==> src/rtl/generic_clkdiv_pkg.sv <==
// Shared types and constants for the generic_clkdiv divider bank.
package generic_clkdiv_pkg;

    typedef enum logic [1:0] {
        HOLD   = 2'd0,
        RUN    = 2'd1,
        RELOAD = 2'd2
    } ch_state_e;

    localparam int unsigned DIV_MIN = 2;

endpackage

==> src/rtl/generic_clkdiv_ch.sv <==
// One divider channel: period counter, divisor reload and registered outputs.
// GENERIC_CLKDIV_SYNC_EN enables the sync realignment input.
module generic_clkdiv_ch
    import generic_clkdiv_pkg::*;
#(
    parameter int unsigned DIV_W   = 8,
    parameter int unsigned DEF_DIV = 2
) (
    input  logic             clk,
    input  logic             rst,
    input  logic             start,
    input  logic             load,
    input  logic [DIV_W-1:0] load_div,
    input  logic             sync,
    output logic             clk_out,
    output logic             clk_ce,
    output logic             locked
);

    localparam int unsigned HW = DIV_W + 1;

    ch_state_e        state_q, state_d;
    logic [DIV_W-1:0] cnt_q, cnt_d;
    logic [DIV_W-1:0] div_q, div_d;
    logic [DIV_W-1:0] pend_q, pend_d;
    logic             term;
    logic             run_d;
    logic [HW-1:0]    half_d;

    assign term = (cnt_q == div_q - DIV_W'(1));

    always_comb begin
        state_d = state_q;
        cnt_d   = cnt_q;
        div_d   = div_q;
        pend_d  = pend_q;
        case (state_q)
            HOLD: begin
                if (start) begin
                    state_d = RUN;
                    cnt_d   = '0;
                end
            end
            RUN: begin
                cnt_d = term ? '0 : cnt_q + DIV_W'(1);
                // A wrap in the accept cycle still uses the old divisor.
                if (load) begin
                    state_d = RELOAD;
                    pend_d  = load_div;
                end
            end
            RELOAD: begin
                if (term) begin
                    cnt_d   = '0;
                    div_d   = pend_q;
                    state_d = RUN;
                end else begin
                    cnt_d = cnt_q + DIV_W'(1);
                end
            end
            default: state_d = HOLD;
        endcase
`ifdef GENERIC_CLKDIV_SYNC_EN
        if (sync && (state_q != HOLD)) begin
            cnt_d = '0;
            if (state_q == RELOAD) begin
                div_d = pend_q;
            end
        end
`endif
    end

`ifndef GENERIC_CLKDIV_SYNC_EN
    logic sync_unused;
    assign sync_unused = sync;
`endif

    assign half_d = ({1'b0, div_d} + HW'(1)) >> 1;
    assign run_d  = (state_d != HOLD);

    // Outputs are registered from next-state so they line up with cnt_q.
    always_ff @(posedge clk or posedge rst) begin
        if (rst) begin
            state_q <= HOLD;
            cnt_q   <= '0;
            div_q   <= DIV_W'(DEF_DIV);
            pend_q  <= '0;
            clk_out <= 1'b0;
            clk_ce  <= 1'b0;
        end else begin
            state_q <= state_d;
            cnt_q   <= cnt_d;
            div_q   <= div_d;
            pend_q  <= pend_d;
            clk_out <= run_d && ({1'b0, cnt_d} < half_d);
            clk_ce  <= run_d && (cnt_d == div_d - DIV_W'(1));
        end
    end

    assign locked = (state_q == RUN);

endmodule

==> src/rtl/generic_clkdiv.sv <==
// Multi-channel clock divider with warm-up lock and divisor reload handshake.
// GENERIC_CLKDIV_SYNC_EN enables sync_in realignment of all channels.
module generic_clkdiv
    import generic_clkdiv_pkg::*;
#(
    parameter int unsigned NUM_CH      = 4,
    parameter int unsigned DIV_W       = 8,
    parameter int unsigned DEF_DIV     = 2,
    parameter int unsigned LOCK_CYCLES = 8,
    localparam int unsigned CH_W       = (NUM_CH > 1) ? $clog2(NUM_CH) : 1
) (
    input  logic              clk_in,
    input  logic              rst_in,
    input  logic              cfg_valid,
    output logic              cfg_ready,
    input  logic [CH_W-1:0]   cfg_ch,
    input  logic [DIV_W-1:0]  cfg_div,
    output logic              cfg_err,
    input  logic              sync_in,
    output logic [NUM_CH-1:0] clk_out,
    output logic [NUM_CH-1:0] clk_ce,
    output logic [NUM_CH-1:0] locked,
    output logic              all_locked
);

    localparam int unsigned WU_W = (LOCK_CYCLES > 1) ? $clog2(LOCK_CYCLES + 1) : 1;

    logic [WU_W-1:0]   wcnt_q;
    logic              start;
    logic              hs;
    logic              bad;
    logic [NUM_CH-1:0] load;

    // Saturates at LOCK_CYCLES so start fires exactly once per reset.
    always_ff @(posedge clk_in or posedge rst_in) begin
        if (rst_in) begin
            wcnt_q <= '0;
        end else if (32'(wcnt_q) < LOCK_CYCLES) begin
            wcnt_q <= wcnt_q + WU_W'(1);
        end
    end

    assign start = (32'(wcnt_q) == LOCK_CYCLES - 1);

    assign hs  = cfg_valid && cfg_ready;
    assign bad = (32'(cfg_div) < DIV_MIN) || (32'(cfg_ch) >= NUM_CH);

    always_ff @(posedge clk_in or posedge rst_in) begin
        if (rst_in) begin
            cfg_err <= 1'b0;
        end else begin
            cfg_err <= hs && bad;
        end
    end

    for (genvar i = 0; i < NUM_CH; i++) begin : g_ch
        assign load[i] = hs && !bad && (32'(cfg_ch) == i);

        generic_clkdiv_ch #(
            .DIV_W   (DIV_W),
            .DEF_DIV (DEF_DIV)
        ) u_ch (
            .clk      (clk_in),
            .rst      (rst_in),
            .start    (start),
            .load     (load[i]),
            .load_div (cfg_div),
            .sync     (sync_in),
            .clk_out  (clk_out[i]),
            .clk_ce   (clk_ce[i]),
            .locked   (locked[i])
        );
    end

    assign all_locked = &locked;
    assign cfg_ready  = &locked;

endmodule

==> config.mk <==
export PLATFORM = sky130hd
export DESIGN_NAME = generic_clkdiv
export DESIGN_NICKNAME = d
export VERILOG_FILES = /design/src/rtl/generic_clkdiv_pkg.sv /design/src/rtl/generic_clkdiv_ch.sv /design/src/rtl/generic_clkdiv.sv
export SDC_FILE = /design/constraint.sdc
export NUM_CORES = 1
export LEC_CHECK = 0
export BUFFER_PORTS_ARGS = -buffer_cell sky130_fd_sc_hd__buf_2
export CORE_ASPECT_RATIO = 0.5
export CORE_MARGIN = 2
export CORE_UTILIZATION = 60
export DETAILED_ROUTE_END_ITERATION = 10
export PLACE_DENSITY = 0.77
export SKIP_CTS_REPAIR_TIMING = 1
export SLEW_MARGIN = 20
export SYNTH_ARGS = -nofsm -noshare
export SYNTH_HDL_FRONTEND = slang
export SYNTH_HIERARCHICAL = 1
export SYNTH_SLANG_ARGS = --single-unit
export TNS_END_PERCENT = 50
==> constraint.sdc <==
create_clock -name clk_in -period 4.57 [get_ports clk_in]
set_input_delay 0.457 -clock clk_in [delete_from_list [all_inputs] [get_ports clk_in]]
set_output_delay 0.457 -clock clk_in [all_outputs]
set_load 0.02 [all_outputs]
==> results of run 1 <==
## area by class of cell
type                            instances  area [um^2]  share of cell area
Inverter                               79          297              0.0273
Multi-Input combinational cell        847         6500               0.598
Tap cell                              227          284              0.0261
Sequential cell                       117         2930               0.270
Clock inverter                         12          224              0.0206
Clock buffer                           20          467              0.0429
Timing Repair Buffer                   32          173              0.0159
## metal layers
| layer | routed length (um) | GRT usage |
|---|---|---|
| met4 | 551 | 0.104 |
| met1 | 11300 | 0.384 |
| met2 | 11600 | 0.470 |
| met3 | 1790 | 0.0633 |
| met5 | 0 | 0 |
## power by group through the flow
stage | logic, W | clock network, W | registers, W
3_3_place_gp | 0.00122 | 0 | 0.00143
2_1_floorplan | 0.00104 | 0 | 0.00135
5_1_grt | 0.00147 | 0.00164 | 0.00145
3_5_place_dp | 0.00128 | 0 | 0.00144
6_report | 0.00132 | 0.00157 | 0.00143
4_1_cts | 0.00130 | 0.00158 | 0.00142
## layout by cell type, fill, tap and decap left out, types with 14 or more instances in the layout
| master | count |
|---|---|
| dfrtp_1 | 113 |
| nor3_1 | 36 |
| nand2b_1 | 17 |
| xnor2_1 | 66 |
| mux2i_1 | 24 |
| inv_1 | 75 |
| nor2_1 | 73 |
| o211ai_1 | 20 |
| mux2_2 | 33 |
| ha_1 | 57 |
| o21ai_0 | 44 |
| a211oi_1 | 14 |
| or3_1 | 20 |
| clkbuf_16 | 17 |
| buf_2 | 27 |
| nand3_1 | 37 |
| a21oi_1 | 68 |
| nand2_1 | 93 |
| nand4_1 | 20 |
| xor2_1 | 24 |
## through the flow
| step | setup TNS, ns | utilization | total power (W) |
|---|---|---|---|
| finish | 0 | 0.664 | 0.00432 |
| global route | -0.00795 | 0.664 | 0.00456 |
| CTS | 0 | 0.663 | 0.00430 |
| detailed placement | 0 | 0.621 | 0.00271 |
| global placement | 0 | 0.621 | 0.00265 |
| floorplan | 0 | - | 0.00239 |
## synth_stat cells, types with 5 or more instances
cell / number
dfrtp_1: 113
nand2_1: 93
inv_1: 79
nor2_1: 73
a21oi_1: 68
xnor2_1: 66
ha_1: 57
o21ai_0: 44
nand3_1: 37
nor3_1: 36
mux2_2: 33
mux2i_1: 24
xor2_1: 24
nand4_1: 20
o211ai_1: 20
or3_1: 20
nand2b_1: 17
buf_6: 16
a211oi_1: 14
nor2b_1: 12
or2_2: 12
nand3b_1: 9
and2_1: 8
mux2i_4: 8
nor4_2: 8
nor4b_2: 8
o31a_1: 8
o31ai_2: 8
a31o_2: 5
and4_1: 5
buf_4: 5
## state kept, by name, summed over array words and instances, names as in the netlist
signal,count
g_ch.u_ch/clk_ce,4
wcnt_q,4
g_ch.u_ch/state_q,8
g_ch.u_ch/div_q,32
g_ch.u_ch/clk_out,4
g_ch.u_ch/cnt_q,32
cfg_err,1
g_ch.u_ch/pend_q,32
## cells by family after synthesis
logic type	Yosys count	share of synthesized area
buffers and inverters	116	0.0626
xor gates and xnor gates	98	0.0938
AOI/OAI and AO/OA	221	0.158
adders and majority gates	57	0.0709
muxes	69	0.0848
and+or+nand+nor	402	0.238
DFF	117	0.292
## worst paths after layout
path / end / from / slack, ns / cells after the start
max in group asynchronous: g_ch[1].u_ch/clk_out / rst_in / 3.95 / 2
max: g_ch[1].u_ch/clk_out / g_ch[1].u_ch/div_q[0] / 0.24 / 16
min: cfg_err / rst_in / 0.02 / 2
min reg2reg: wcnt_q[0] / wcnt_q[0] / 0.51 / 1
min in group clk_in: cfg_err / cfg_valid / 0.36 / 2
max reg2reg: g_ch[1].u_ch/clk_out / g_ch[1].u_ch/div_q[0] / 0.24 / 16
## critical path, stage by stage, from the launching register on
cell and delay, ns:
dfrtp_1 0.55, inv_1 0.14, ha_1 0.34, xnor2_1 0.13, nor2_1 0.19, nand4b_4 0.12, or2_4 0.32, nor2_4 0.39
a21oi_1 0.19, or3_1 0.47, nor4b_2 0.35, xnor2_1 0.13, ha_1 0.29, and4_1 0.22, o211ai_1 0.10, a21oi_1 0.19
nor3_1 0.06
==> results_dict.tcl, run 1 <==
set metrics [dict create \
    avgSynthCellArea_um2 9.31 \
    grt_pass1_vias 7957 \
    setup_violations 0 \
    ys.flop_type "dfrtp_1" \
    synthDistinctLibCells 68 \
    yosysTopAreaCell "dfrtp_1" \
    cp_data_required_time_ns 4.84 \
    slew_headroom 0.295 \
    hold_viol_final 0 \
    ys_warn_count 6 \
    leakagePower_nw 4.83 \
    dieHeight_um 95.5 \
    p_sw_frac 0.351 \
    clock-root-buffer "clkbuf_16" \
    fillers 1265 \
    end_kind "register" \
    finalNonFillerCells 1334 \
    area_growth_pct 8.19 \
    fp-row-count 33 \
    syn_area_mm2 0.0101 \
    whs_ns 0.0218 \
    critPathArrivalTime_ns 4.59 \
    power_frac_clock 0.364 \
    first_iter_violations 809 \
    core_area_mm2 0.0164 \
    drive_above_1_share 0.182 \
    synth_seq_cells 117 \
    wl_um 25300 \
    synth_edf_count 0 \
    p_int_w 0.00281 \
    fin_skew_ns 0.0110 \
    first_pass_iters 6 \
    worstSetupStartpointType "register" \
    finalInstanceArea_mm2 0.0109 \
    die_area_mm2 0.0179 \
    grt_max_degree 29 \
    numCtsBuffers 17 \
    path_max_fanout 13 \
    synth_area_leaders "dfrtp_1, ha_1, xnor2_1" \
    fmax_mhz 231 \
    hold_class "input pin to asynchronous set/reset pin" \
    dpl_cell_area_mm2 0.0102 \
    layout_min_cycle_time_ns 4.33 \
    seq_area_frac_synth 0.292 \
    period_share 0.947 \
    insertion_delay_ns 0.41 \
    avgRoutedWirePerCell_um 18.9 \
    antenna_left 0 \
    ir_drop_mv 0.278 \
    track_usage 0.289 \
    switchingPower_w 0.00152 \
    slew_viol_final 0 \
    cts-htree-levels 4 \
    synth_top_area_frac 0.281 \
    clock_path_buffers 2 \
    max-cap-violations 0 \
    diodes 0 \
    drcViolationCount 0 \
    die_w_um 187 \
    outcome "finished, final reports clean" \
    seqPwrFrac 0.332 \
    synthArstFlopShare 1.00 \
    vias 8353 \
    viasPerCell 6.26 \
    fin_nets 1165 \
    cts_tree "built" \
    port_buffers 27 \
    pre_cts_slack_ns 0.370 \
    placed_cells 1302 \
    syn-num-nets 1151 \
    tightest_slew_ns 1.05 \
    grt_pass1_wl_um 40700 \
    io_pins 29 \
    rsz0062_at_grt "true" \
    overflow 0 \
    place_congestion 0.930 \
    path_class "register to register" \
    clkSinkCount 117 \
    p_comb_frac 0.304 \
    antenna_found_initial 0 \
    netlist_instances 1080 \
    power_density_mw_per_mm2 397 \
    setup_slack_ns 0.244 \
    initial_utilization 0.613 \
    clk_pin_slew_ns 0.05 \
    hpwlAfterDp_um 18400 \
]
Power figures use the tool's default switching activity.
==> run 2: changes to the inputs <==
--- a/config.mk
+++ b/config.mk
@@ -6,7 +6,7 @@
 export NUM_CORES = 1
 export LEC_CHECK = 0
 export BUFFER_PORTS_ARGS = -buffer_cell sky130_fd_sc_hd__buf_2
-export CORE_ASPECT_RATIO = 0.5
+export CORE_ASPECT_RATIO = 2
 export CORE_MARGIN = 2
 export CORE_UTILIZATION = 60
 export DETAILED_ROUTE_END_ITERATION = 10
==> run 2 against run 1 <==
Net effect:
- count of clock-buffer cells in the layout is 1 higher
- critical path depth fell by 1
- die area is the same
- clock skew is 0.0033 ns lower
- first-iteration DRC count down 50%
- core utilization down 1.4 points
- worst setup slack gained 0.047 ns
- fmax increased by 1.1%
- total power shrank 5.3%
- register-to-register slack better by 0.05 ns
==> results_dict.tcl, run 2 (synthesis gave the netlist of run 1 again) <==
set metrics [dict create \
    cts_tree "built" \
    viasPerCell 6.20 \
    max-cap-violations 0 \
    cts-htree-levels 4 \
    p_sw_frac 0.359 \
    critPathArrivalTime_ns 4.61 \
    core_area_mm2 0.0166 \
    dieHeight_um 187 \
    rr_worst_depth 15 \
    drcViolationCount 0 \
    slew_viol_final 0 \
    clock-root-buffer "clkbuf_16" \
    clock_path_buffers 2 \
    antenna_left 0 \
    cp_data_required_time_ns 4.90 \
    period_share 0.936 \
    path_max_fanout 11 \
    fp-row-count 67 \
    final_common_cell "dfrtp_1" \
    fmax_mhz 234 \
    p_comb_frac 0.314 \
    first_iter_violations 406 \
    switchingPower_w 0.00147 \
    avgRoutedWirePerCell_um 18.2 \
    whs_ns 0.00795 \
    tightest_slew_ns 0.902 \
    pre_cts_slack_ns 0.344 \
    final_cell_mix "dfrtp_1, nand2_1, inv_1, nor2_1, a21oi_1" \
    setup_tns_ns 0 \
    first_pass_iters 5 \
    end_kind "register" \
    ir_drop_mv 0.319 \
    hpwlAfterDp_um 18400 \
    worstSetupStartpointType "register" \
    hold_class "input pin to asynchronous set/reset pin" \
    port_buffers 27 \
    track_usage 0.277 \
    clk_pin_slew_ns 0.06 \
    grt_pass1_wl_um 39000 \
    finalNonFillerCells 1316 \
    diodes 0 \
    slew_headroom 0.397 \
    fin_nets 1167 \
    vias 8157 \
    routed-wl-met2_um 12800 \
    fin_skew_ns 0.00773 \
    clkSinkCount 117 \
    finalPower_w 0.00409 \
    power_density_mw_per_mm2 380 \
    placed_cells 1281 \
    insertion_delay_ns 0.42 \
    setup_slack_ns 0.291 \
    m1WireLength_um 9480 \
    leakagePower_nw 4.79 \
    rrSetupSlack_ns 0.29 \
    numCtsBuffers 17 \
    layout_min_cycle_time_ns 4.28 \
    initial_utilization 0.606 \
    power_frac_clock 0.337 \
    path_class "register to register" \
    rsz0062_at_grt "false" \
    wl_met3_um 778 \
    regToRegStartpoint "g_ch[2].u_ch/div_q[0]" \
    antenna_found_initial 0 \
    top_regs "g_ch.u_ch/cnt_q x32, g_ch.u_ch/div_q x32, g_ch.u_ch/pend_q x32" \
    r2r-end "g_ch[2].u_ch/clk_out" \
    area_growth_pct 7.19 \
    seqPwrFrac 0.349 \
    die_w_um 95.5 \
    drive_above_1_share 0.182 \
    outcome "finished, final reports clean" \
    wl_um 23900 \
    highest_layer "met4" \
    setup_violations 0 \
    overflow 0 \
    place_congestion 0.909 \
    grt_max_degree 29 \
    io_pins 29 \
    p_int_w 0.00262 \
    grt_pass1_vias 8168 \
    hold_viol_final 0 \
    die_area_mm2 0.0179 \
]
-- run 2: cell types whose count changed in the layout (fill, tap and decap cells not counted) --
cell and delta:
nor4b_2 +1, clkbuf_8 -1, clkinvlp_4 +2, inv_6 +1
buf_4 +2, clkbuf_1 +2, bufinv_16 -3, clkinv_4 -1
nor4b_4 -1
-- run 2: per-layer routing --
| layer | GRT usage | vias up |
|---|---|---|
| met2 | 0.491 | 187 |
| met1 | 0.320 | 4010 |
| met4 | 0.116 | 0 |
| met5 | 0 | - |
| li1 | - | 3902 |
| met3 | 0.0431 | 58 |
-- run 2: through the flow --
step | area [um^2] | utilization
floorplan | 10100 | -
CTS | 10800 | 0.648
finish | 10800 | 0.649
global route | 10800 | 0.649
global placement | 10100 | 0.611
detailed placement | 10100 | 0.611
-- run 2: worst max path at each step --
stage | startpoint | to | slack, ns | cells after the start
after global placement | g_ch[3].u_ch/div_q[1] | g_ch[3].u_ch/clk_out | 0.44 | 16
after global routing | g_ch[2].u_ch/div_q[0] | g_ch[2].u_ch/clk_out | 0.04 | 15
final | g_ch[2].u_ch/div_q[0] | g_ch[2].u_ch/clk_out | 0.29 | 15
after floorplan | g_ch[0].u_ch/div_q[1] | g_ch[0].u_ch/clk_out | 0.87 | 18
after CTS | g_ch[2].u_ch/div_q[1] | g_ch[2].u_ch/clk_out | 0.32 | 15
after detailed placement | g_ch[2].u_ch/div_q[1] | g_ch[2].u_ch/clk_out | 0.34 | 15
-- run 2: worst max-delay path, stage by stage (launching register included) --
cell     delay (ns)
dfrtp_1        0.55
inv_1          0.12
ha_1           0.28
o21ai_1        0.14
nor4b_2        0.50
o31ai_2        0.23
nor2_4         0.38
a21oi_1        0.20
or3_1          0.46
nor4b_2        0.27
xnor2_1        0.17
ha_1           0.26
and4_1         0.22
a21oi_1        0.16
nand2_1        0.07
nor3_1         0.18
-- run 2: layout make-up --
| class | instances | area, um^2 |
|---|---|---|
| Clock buffer | 21 | 460 |
| Sequential cell | 117 | 2930 |
| Fill cell | 1351 | 5820 |
| Clock inverter | 11 | 149 |
| Multi-Input combinational cell | 847 | 6490 |
| Tap cell | 207 | 259 |
| Timing Repair Buffer | 34 | 188 |
| Inverter | 79 | 297 |
-- run 2: power by group through the flow --
stage / Combinational [W] / Clock [W] / Sequential, W
after floorplan: 0.00104 / 0 / 0.00135
after global placement: 0.00120 / 0 / 0.00143
after detailed placement: 0.00126 / 0 / 0.00143
after CTS: 0.00128 / 0.00139 / 0.00142
after global routing: 0.00145 / 0.00145 / 0.00145
final: 0.00129 / 0.00138 / 0.00143
